$ cat config.mk
export PLATFORM = sky130hd
export DESIGN_NAME = nts_tx_dispatcher
export DESIGN_NICKNAME = d
export VERILOG_FILES = /design/src/rtl/nts_tx_pkg.sv /design/src/rtl/nts_tx_dispatch_outreg.sv /design/src/rtl/nts_tx_dispatcher.sv
export SDC_FILE = /design/constraint.sdc
export NUM_CORES = 1
export LEC_CHECK = 0
export ABC_AREA = 1
export BUFFER_PORTS_ARGS = -buffer_cell sky130_fd_sc_hd__buf_2
export CORE_ASPECT_RATIO = 1.4
export CORE_UTILIZATION = 32
export CTS_CLUSTER_SIZE = 12
export DETAILED_ROUTE_END_ITERATION = 16
export PLACE_DENSITY_LB_ADDON = 0.2
export RECOVER_POWER = 50
export SLEW_MARGIN = 0
export SYNTH_ARGS = -nofsm -noshare
export SYNTH_HDL_FRONTEND = slang
export SYNTH_HIERARCHICAL = 1
export SYNTH_SLANG_ARGS = --single-unit
$ cat constraint.sdc
create_clock -name i_clk -period 2.1 [get_ports i_clk]
set_input_delay 0.315 -clock i_clk [delete_from_list [all_inputs] [get_ports i_clk]]
set_output_delay 0.315 -clock i_clk [all_outputs]
set_load 0.01 [all_outputs]
$ cat src/rtl/nts_tx_pkg.sv
// Shared FSM encoding, word geometry and byte-mask helper for the NTS Tx dispatch path.
package nts_tx_pkg;

  localparam int BYTES_PER_WORD = 8;
  localparam int STATE_W        = 3;

  typedef enum logic [STATE_W-1:0] {
    ST_IDLE    = 3'd0,
    ST_REQUEST = 3'd1,
    ST_STREAM  = 3'd2,
    ST_FLUSH   = 3'd3,
    ST_RELEASE = 3'd4,
    ST_GAP     = 3'd5
  } state_t;

  // Leading n bytes valid; first wire byte sits in the MSB lane.
  function automatic logic [BYTES_PER_WORD-1:0] mask_from_bytes(input logic [3:0] n);
    return ~({BYTES_PER_WORD{1'b1}} >> n);
  endfunction

endpackage

$ cat src/rtl/nts_tx_dispatch_outreg.sv
// Two-stage FIFO-to-MAC pipeline: stage 1 tags the returning read data as last,
// stage 2 registers the word and its byte mask onto the MAC bus.
module nts_tx_dispatch_outreg
  import nts_tx_pkg::*;
(
  input  logic        i_clk,
  input  logic        i_areset,
  input  logic        rd_en_i,
  input  logic        flush_i,
  input  logic        fifo_empty_i,
  input  logic [63:0] rd_data_i,
  input  logic [3:0]  last_bytes_i,
  output logic        s1_last_o,
  output logic        s2_last_o,
  output logic [7:0]  mac_valid_o,
  output logic [63:0] mac_data_o
);

  logic        s1_valid_q;
  logic        s2_last_q;
  logic [7:0]  s2_mask_q;
  logic [7:0]  s2_mask_d;
  logic [63:0] s2_data_q;

  // A returning word is last when nothing remains behind it in the FIFO.
  assign s1_last_o = s1_valid_q & fifo_empty_i;

  always_comb begin
    s2_mask_d = '0;
    if (s1_valid_q && !flush_i) begin
      s2_mask_d = s1_last_o ? mask_from_bytes(last_bytes_i) : 8'hFF;
    end
  end

  always_ff @(posedge i_clk or posedge i_areset) begin
    if (i_areset) begin
      s1_valid_q <= 1'b0;
      s2_last_q  <= 1'b0;
      s2_mask_q  <= '0;
      s2_data_q  <= '0;
    end else begin
      s1_valid_q <= rd_en_i & ~flush_i;
      s2_last_q  <= s1_last_o & ~flush_i;
      s2_mask_q  <= s2_mask_d;
      if (s1_valid_q) begin
        s2_data_q <= rd_data_i;
      end
    end
  end

  assign s2_last_o   = s2_last_q;
  assign mac_valid_o = s2_mask_q;
  assign mac_data_o  = s2_data_q;

endmodule

$ cat src/rtl/nts_tx_dispatcher.sv
// NTS Tx double-buffer drain: waits for a packet, wins the MAC slot, streams it and
// releases the buffer. Define NTS_TX_DISPATCH_STATS_EN to build the packet/drop counters.
module nts_tx_dispatcher
  import nts_tx_pkg::*;
#(
  parameter int ACK_TIMEOUT = 1023,
  parameter int IPG_CYCLES  = 2
) (
  input  logic        i_clk,
  input  logic        i_areset,
  input  logic        i_tx_packet_available,
  output logic        o_tx_packet_read,
  input  logic        i_tx_fifo_empty,
  output logic        o_tx_fifo_rd_en,
  input  logic [63:0] i_tx_fifo_rd_data,
  input  logic [3:0]  i_tx_bytes_last_word,
  output logic        o_mac_tx_start,
  input  logic        i_mac_tx_ack,
  output logic [7:0]  o_mac_tx_data_valid,
  output logic [63:0] o_mac_tx_data,
  output logic        o_error,
  output logic [31:0] o_stat_packets,
  output logic [31:0] o_stat_drops
);

  localparam logic [15:0] TMO_LAST   = 16'(ACK_TIMEOUT - 1);
  localparam logic [15:0] GAP_LAST   = 16'(IPG_CYCLES - 1);
  localparam state_t      POST_STATE = (IPG_CYCLES == 0) ? ST_IDLE : ST_GAP;

  state_t      state_q, state_d;
  logic [15:0] cnt_q, cnt_d;
  logic [3:0]  nbytes_q, nbytes_d;
  logic        err_q, err_d;
  logic        drain_q, drain_d;
  logic        first_q, first_d;

  logic rd_en;
  logic flush;
  logic pkt_done;
  logic drop;
  logic s1_last;
  logic s2_last;

  always_comb begin
    state_d  = state_q;
    cnt_d    = cnt_q;
    nbytes_d = nbytes_q;
    err_d    = err_q;
    drain_d  = drain_q;
    first_d  = 1'b0;
    rd_en    = 1'b0;
    flush    = 1'b0;
    pkt_done = 1'b0;
    drop     = 1'b0;

    unique case (state_q)
      ST_IDLE: begin
        drain_d = 1'b0;
        if (i_tx_packet_available) begin
          nbytes_d = i_tx_bytes_last_word;
          if ((i_tx_bytes_last_word == 4'd0) || (i_tx_bytes_last_word > 4'd8)) begin
            state_d = ST_RELEASE;
            err_d   = 1'b1;
            drop    = 1'b1;
          end else begin
            state_d = ST_REQUEST;
          end
        end
      end

      ST_REQUEST: begin
        if (!i_tx_packet_available) begin
          state_d = POST_STATE;
          err_d   = 1'b1;
        end else if (i_mac_tx_ack) begin
          state_d = ST_STREAM;
          first_d = 1'b1;
        end else if (cnt_q == TMO_LAST) begin
          state_d = ST_RELEASE;
          drop    = 1'b1;
        end else begin
          cnt_d = cnt_q + 16'd1;
        end
      end

      ST_STREAM: begin
        if (!i_tx_packet_available) begin
          state_d = POST_STATE;
          err_d   = 1'b1;
          flush   = 1'b1;
        end else if (first_q && i_tx_fifo_empty) begin
          state_d = ST_RELEASE;
          err_d   = 1'b1;
        end else begin
          // Once the last word has come back, no further reads may be issued.
          rd_en = ~i_tx_fifo_empty & ~drain_q;
          if (s1_last) begin
            drain_d = 1'b1;
          end
          if (s2_last) begin
            state_d = ST_FLUSH;
          end
        end
      end

      ST_FLUSH: begin
        if (!i_tx_packet_available) begin
          state_d = POST_STATE;
          err_d   = 1'b1;
        end else begin
          state_d  = ST_RELEASE;
          pkt_done = 1'b1;
        end
      end

      ST_RELEASE: begin
        state_d = POST_STATE;
      end

      ST_GAP: begin
        if (cnt_q == GAP_LAST) begin
          state_d = ST_IDLE;
        end else begin
          cnt_d = cnt_q + 16'd1;
        end
      end

      default: begin
        state_d = ST_IDLE;
      end
    endcase

    // Every state that times something starts counting from zero on entry.
    if (state_d != state_q) begin
      cnt_d = '0;
    end
  end

  always_ff @(posedge i_clk or posedge i_areset) begin
    if (i_areset) begin
      state_q  <= ST_IDLE;
      cnt_q    <= '0;
      nbytes_q <= '0;
      err_q    <= 1'b0;
      drain_q  <= 1'b0;
      first_q  <= 1'b0;
    end else begin
      state_q  <= state_d;
      cnt_q    <= cnt_d;
      nbytes_q <= nbytes_d;
      err_q    <= err_d;
      drain_q  <= drain_d;
      first_q  <= first_d;
    end
  end

  nts_tx_dispatch_outreg u_outreg (
    .i_clk        (i_clk),
    .i_areset     (i_areset),
    .rd_en_i      (rd_en),
    .flush_i      (flush),
    .fifo_empty_i (i_tx_fifo_empty),
    .rd_data_i    (i_tx_fifo_rd_data),
    .last_bytes_i (nbytes_q),
    .s1_last_o    (s1_last),
    .s2_last_o    (s2_last),
    .mac_valid_o  (o_mac_tx_data_valid),
    .mac_data_o   (o_mac_tx_data)
  );

  assign o_tx_fifo_rd_en  = rd_en;
  assign o_mac_tx_start   = (state_q == ST_REQUEST);
  assign o_tx_packet_read = (state_q == ST_RELEASE);
  assign o_error          = err_q;

`ifdef NTS_TX_DISPATCH_STATS_EN
  logic [31:0] stat_packets_q;
  logic [31:0] stat_drops_q;

  always_ff @(posedge i_clk or posedge i_areset) begin
    if (i_areset) begin
      stat_packets_q <= '0;
      stat_drops_q   <= '0;
    end else begin
      if (pkt_done) begin
        stat_packets_q <= stat_packets_q + 32'd1;
      end
      if (drop) begin
        stat_drops_q <= stat_drops_q + 32'd1;
      end
    end
  end

  assign o_stat_packets = stat_packets_q;
  assign o_stat_drops   = stat_drops_q;
`else
  logic unused_stats;
  assign unused_stats   = pkt_done | drop;
  assign o_stat_packets = '0;
  assign o_stat_drops   = '0;
`endif

endmodule

# Yosys cells after proc, flatten, opt, wreduce, memory -nomap -nowiden

Cells that the tools add are included.

Register bits after elaboration: 100
Input port bits: 73
Output and inout bits: 140
Word-level logic and storage cells: 91

$add $sub $neg: 1
$lt $le $gt $ge: 1
Equal/unequal tests: 19
Shift operators: 1
Muxes and demuxes: 37
Bitwise logic cells: 8
Reductions and logical operators: 14

Operators by type and width:

| kind                                                                     | number |
|---|---|
| 16-bit two-way mux                                                       | 5 |
| 16-bit one-hot mux with 2 select lines                                   | 1 |
| 3-bit two-way mux                                                        | 9 |
| 3-bit one-hot mux with 6 select lines                                    | 1 |
| 1-bit two-way mux                                                        | 17 |
| 16-bit by 1-bit adder with 16-bit output (second input constant)         | 1 |
| 16-bit by 1-bit equality test with 1-bit output (second input constant)  | 1 |
| 16-bit by 10-bit equality test with 1-bit output (second input constant) | 1 |
| 8-bit two-way mux                                                        | 2 |
| 2-bit != test (second input constant)                                    | 5 |
| 5-bit AND reduction                                                      | 2 |
| 3-bit by 2-bit != test with 1-bit output (second input constant)         | 3 |
| 8-bit NOT                                                                | 1 |
| 8-bit by 4-bit right shift with 8-bit output (first input constant)      | 1 |
| 3-bit by 2-bit equality test with 1-bit output (second input constant)   | 2 |
| 3-bit equality test (second input constant)                              | 2 |
| 3-bit != test (second input constant)                                    | 2 |
| 3-bit nonzero test                                                       | 2 |
| 1-bit bitwise AND                                                        | 4 |
| 4-bit greater-than comparator (second input constant)                    | 1 |
| 4-bit zero test                                                          | 1 |
| 4-bit AND reduction                                                      | 1 |
| 3-bit by 1-bit equality test with 1-bit output (second input constant)   | 1 |
| 3-bit zero test                                                          | 1 |
| other kinds (11)                                                         | 14 |

# Depth between registers and ports, before layout

Word-level depth: 8
Gate-level depth with buffers: 15
Depth with buffers taken out: 14

# Cells and area by module

The synthesis kept the hierarchy.

By module, submodules not included:

| module                 | times used | cells each | area each (um^2) | seq. area each (um^2) |
|---|---|---|---|---|
| nts_tx_dispatch_outreg | 1          | 313        | 2,811.4          | 1,851.8 |
| nts_tx_dispatcher      | 1          | 344        | 2,356.0          | 650.6 |

# Worst setup path after synthesis

Ideal clock, no wire load.

Kind: register to register
Start: register cnt_q[1]
End: register cnt_q[0]
Library setup time: 80 ps
Data arrival time: 1,575 ps
Data required time: 2,020 ps
Path slack: 445 ps
Stages on the path, launching flop included: 16
Buffers on the path: 1
Period minus slack after synthesis: 1,655 ps
Cell sequence: dfrtp_1 -> inv_1 -> ha_1 -> inv_1 -> nor2_1 -> nand2_1 -> nor2_1 -> nand2_1 -> nand2_1 -> nand2_1 -> nor2_2 -> nand2_1 -> nand2_1 -> nand3_4 -> buf_6 -> nor3_2

Word-level cells in the longest chain between the ends: 8
Elaborated cells on any way between the ends: 15
Classes of those cells: 7 x eq/ne; 6 x mux; 2 x reduce/logical

Ends and longest elaborated chain:

| item                                                  | RTL line                 | text |
|---|---|---|
| start, declared                                       | nts_tx_dispatcher.sv:31  | `logic [15:0] cnt_q, cnt_d;` |
| start signal, assigned                                | nts_tx_dispatcher.sv:149 | `cnt_q <= cnt_d;` |
| 16-bit by 10-bit equality test with 1-bit output      | nts_tx_dispatcher.sv:78  | `end else if (cnt_q == TMO_LAST) begin` |
| 3-bit two-way mux                                     | nts_tx_dispatcher.sv:78  |  |
| 3-bit two-way mux                                     | nts_tx_dispatcher.sv:75  | `end else if (i_mac_tx_ack) begin` |
| 3-bit two-way mux                                     | nts_tx_dispatcher.sv:72  | `if (!i_tx_packet_available) begin` |
| 3-bit one-hot mux with 6 select lines (*)             | nts_tx_dispatcher.sv:56  | `unique case (state_q)` |
| net state_d[2]                                        | nts_tx_dispatcher.sv:30  | `state_t state_q, state_d;` |
| 3-bit != test (*)                                     | nts_tx_dispatcher.sv:134 | `if (state_d != state_q) begin` |
| 3-bit != test (no line), or another cell as far along | -                        |  |
| 5-bit AND reduction (no line)                         | -                        |  |

Mark *: on every way through the listed nets, which the timed path passes. The rest lies on a longest branch.
A chain may end at the register's enable or synchronous reset.

# Final worst setup path

Start: register state_q[0]
End: output o_tx_fifo_rd_en

Word-level cells in the longest chain between the ends: 2

Ends and longest elaborated chain:

| item                                           | RTL line                 | text |
|---|---|---|
| start, declared                                | nts_tx_dispatcher.sv:30  |  |
| start signal, assigned                         | nts_tx_dispatcher.sv:148 | `state_q <= state_d;` |
| 3-bit by 2-bit equality test with 1-bit output | nts_tx_dispatcher.sv:56  |  |
| 1-bit two-way mux                              | nts_tx_dispatcher.sv:56  |  |
| end, declared                                  | nts_tx_dispatcher.sv:14  | `output logic o_tx_fifo_rd_en,` |

No other way between the ends.

==> results.tsv <==
stage	metric	value	unit
status	outcome	complete, but fails checks	
status	violations	capacitance limit, slew limit	
clock_network	clockRootBuffer	clkbuf_16	
drt	drt-initial-drc-count	220	
drt	routed_wl	12380	um
setup_path	r2r-end	cnt_q[9]	
placed_design	gp_congestion	0.8069	
die	dieWidth	109.4	um
timing	relSlewSlack	-7.031	%
timing	fmax	517.1	MHz
drt	drcViolationCount	0	
yosys	synth_most_common_cell	nand2_1	
setup_path	critPathMaxStageDelay	510	ps
placed_design	postPlaceCellArea	5848	sq um
setup_path	worstPathArrival	1620	ps
global_routing	antenna_found_initial	0	
die	ios	213	
yosys	synth_warnings	6	
cells_and_area	syn_to_final_growth	18.79	%
die	core_area	15680	sq um
die	die_y	152.4	um
yosys	synth_seq_cells	100	
setup_path	crit_path_max_fanout	9	
setup_path	cpLargestDelayFamily	simple AND/OR/NAND/NOR gates	
cells_and_area	final.fill_count	1700	
yosys	synthDistinctLibCells	27	
drt	wl_per_cell	12.36	um
yosys	synth_top_cell_by_area	dfrtp_1	
global_routing	grt_pass1_wl	19180	um
cells_and_area	diodes	0	
yosys	async_flop_share	100.0	%
setup_path	end_kind	output pin	
yosys	synth_mux_area_share	0	%
setup_path	start_kind	register	
clock_network	cts_tree	yes	
yosys	synth_flop_cell	dfrtp_1	
yosys	yosys.area_share.xor_xnor	0	%
yosys	synth_top_family_by_area	simple AND/OR/NAND/NOR gates	
global_routing	grt_max_degree	75	
die	initial_core_util	32.97	%
setup_path	cp_slowest_cell	dfrtp_1	
setup_path	path_cells	nor2_2, nand2_1, nor4_2, buf_2	
power_and_ir_drop	power_density	1106	nW/um^2
clock_network	worstSkewPairLatency	350	ps
yosys	syn_avg_cell_area	7.865	sq um
global_routing	grtUsageMet3	4.106	%
drt	dr.pass1.iters	4	
setup_path	cp_num_cells	4	
clock_network	clkSlewWorstSetupHoldPaths	70	ps
setup_path	worstRegToRegCells	10	
yosys	synth_enable_flop_cells	0	
placed_design	port_buffers	148	
yosys	synth_top_area_share	48.43	%
worst_hold_path	hold_end	u_outreg/mac_data_o[54]	
worst_hold_path	hp-start	i_tx_fifo_rd_data[54]	
cells_and_area	drive_gt1_share	23.08	%
timing	hold_viol	0	
yosys	synth-compound-area-share	1.235	%
yosys	syn_inst	657	
global_routing	grt_util_met2	24.80	%
setup_path	r2r_start	state_q[0]	
worst_hold_path	whs_path_depth	3	
die	placementRows	54	
clock_network	numCtsBuffers	9	
worst_hold_path	hp-class	in2reg	
cells_and_area	design_area	6138	sq um
setup_path	rrSetupSlack	230	ps
timing	skew	7.073	ps
drt	vias_per_cell	4.241	
clock_network	cts_sinks	100	
timing	fin_crit	1934	ps
timing	drv_slew	102	
global_routing	gr-total-overflow	0	
yosys	yosys-top-cells-count	nand2_1 (289), dfrtp_1 (100), buf_4 (79), inv_1 (47), nor2_1 (34)	
setup_path	worst_ep_required_time	1780	ps
drt	ant_nets	0	
timing	tightest_slew	1605	ps
clock_network	clockBufferDepth	2	
global_routing	top_usage_layer	met2	
yosys	synth-adder-area-share	0.7264	%
power_and_ir_drop	cellLeakagePower	3.213	nW
setup_path	crit_type	reg2out	
setup_path	worst-path-buf-inv	1	
clock_network	hold_buffers	0	
timing	setup-violations-final	0	
global_routing	grt_use_met1	18.18	%
power_and_ir_drop	vdd_drop_max	0.4834	mV
cells_and_area	fin_nets	877	
yosys	yosys-top-cells-area	dfrtp_1 (48%), nand2_1 (21%), buf_4 (11%)	
timing	finalSetupTns	0	ps
timing	rsz0062_at_grt	no	
yosys	yosys.area_share.simple	33.17	%
timing	min_period_over_period	92.08	%
placed_design	place_hpwl	8876	um
drt	vias	4249	
clock_network	h-tree-depth	3	
global_routing	grt_usage	14.81	%
job	drv_cap	2	
yosys	netlist_area	5167	sq um
die	dieArea	16670	sq um
yosys	synth-seq-area-share	48.43	%
global_routing	grt_pass1_vias	3830	
## metal layers
layer	part of all wire [%]	vias to the layer above
met5	0	-
met4	1.3	0
met3	6.8	11
met2	48	124
met1	44	1937
li1	-	2177
## cell families after synthesis
family          count (synthesis)
flops                         100
simple gates                  402
compound gates                 11
fa+ha+maj                       3
other cells                     1
buf+inv                       140
## worst reg2reg max path: stages (launching register included)
cell and delay, ps:
dfrtp_1 510, nor2_2 220, nand2_1 130, nand2_1 90, nand2_1 50, nand2_1 70
a21oi_1 40, nand3_1 110, nand2_1 70, inv_2 320, nor3_1 120
## flip-flops by register name, summed over array words and instances (netlist names)
register / flops
o_error: 1
first_q: 1
u_outreg/s1_valid_q: 1
state_q: 3
nbytes_q: 4
u_outreg/mac_data_o: 64
drain_q: 1
u_outreg/s2_last_o: 1
u_outreg/mac_valid_o: 8
cnt_q: 16
## how the worst max path moves through the flow
| stage | start | slack [ps] | endpoint |
|---|---|---|---|
| finish | state_q[0] | 170 | o_tx_fifo_rd_en |
| global route | state_q[0] | 20 | o_tx_fifo_rd_en |
| CTS | state_q[0] | 20 | o_tx_fifo_rd_en |
| detailed placement | cnt_q[1] | 150 | cnt_q[11] |
| global placement | cnt_q[1] | 230 | cnt_q[9] |
| floorplan | cnt_q[1] | 440 | cnt_q[0] |
## power by group
group / switching (mW) / internal [mW] / total, mW
sequential: 0.319 / 2.44 / 2.76
clock: 0.783 / 0.861 / 1.64
combinational: 1.51 / 0.877 / 2.39
## cells in the final DEF, fill, tap and decap left out, types with 3 or more instances in the layout
cell type / count
buf_2: 133
a21oi_1: 4
nand4_1: 16
o21ai_0: 4
buf_4: 6
inv_1: 47
nor3_1: 9
ha_1: 3
nand2_1: 289
nand3_1: 31
conb_1: 64
dfrtp_1: 99
buf_12: 3
nor3_2: 12
clkbuf_16: 9
nor2_2: 6
nor2_1: 34
inv_6: 4
clkbuf_1: 17
## what timing repair did
item	CTS	global route
buffers inserted	0	2
resized for setup	0	2
endpoints found under the setup margin	0	10
## metrics by stage
stage	std cells	hold slack [ps]	power [mW]	utilization, %	setup WS [ps]
4_1_cts	1000	50.04	6.811	39.16	22.08
3_3_place_gp	984	441.6	5.095	37.31	228.5
5_1_grt	1002	148.0	7.323	39.16	17.05
2_1_floorplan	720	355.0	4.360	-	444.7
6_report	1002	158.7	6.792	39.16	166.3
3_5_place_dp	984	438.9	5.119	37.31	146.2
## area by class of cell
class                           count  area (sq um)  share of cell area, %
Clock buffer                       10         239.0                  3.893
Clock inverter                      6         51.30                 0.8357
Inverter                           51         197.7                  3.221
Multi-Input combinational cell    480          2067                  33.67
Sequential cell                   100          2504                  40.79
Tap cell                          196         245.2                  3.995
Timing Repair Buffer              159         834.6                  13.60
No activity file was read; power rests on OpenSTA's default activity.
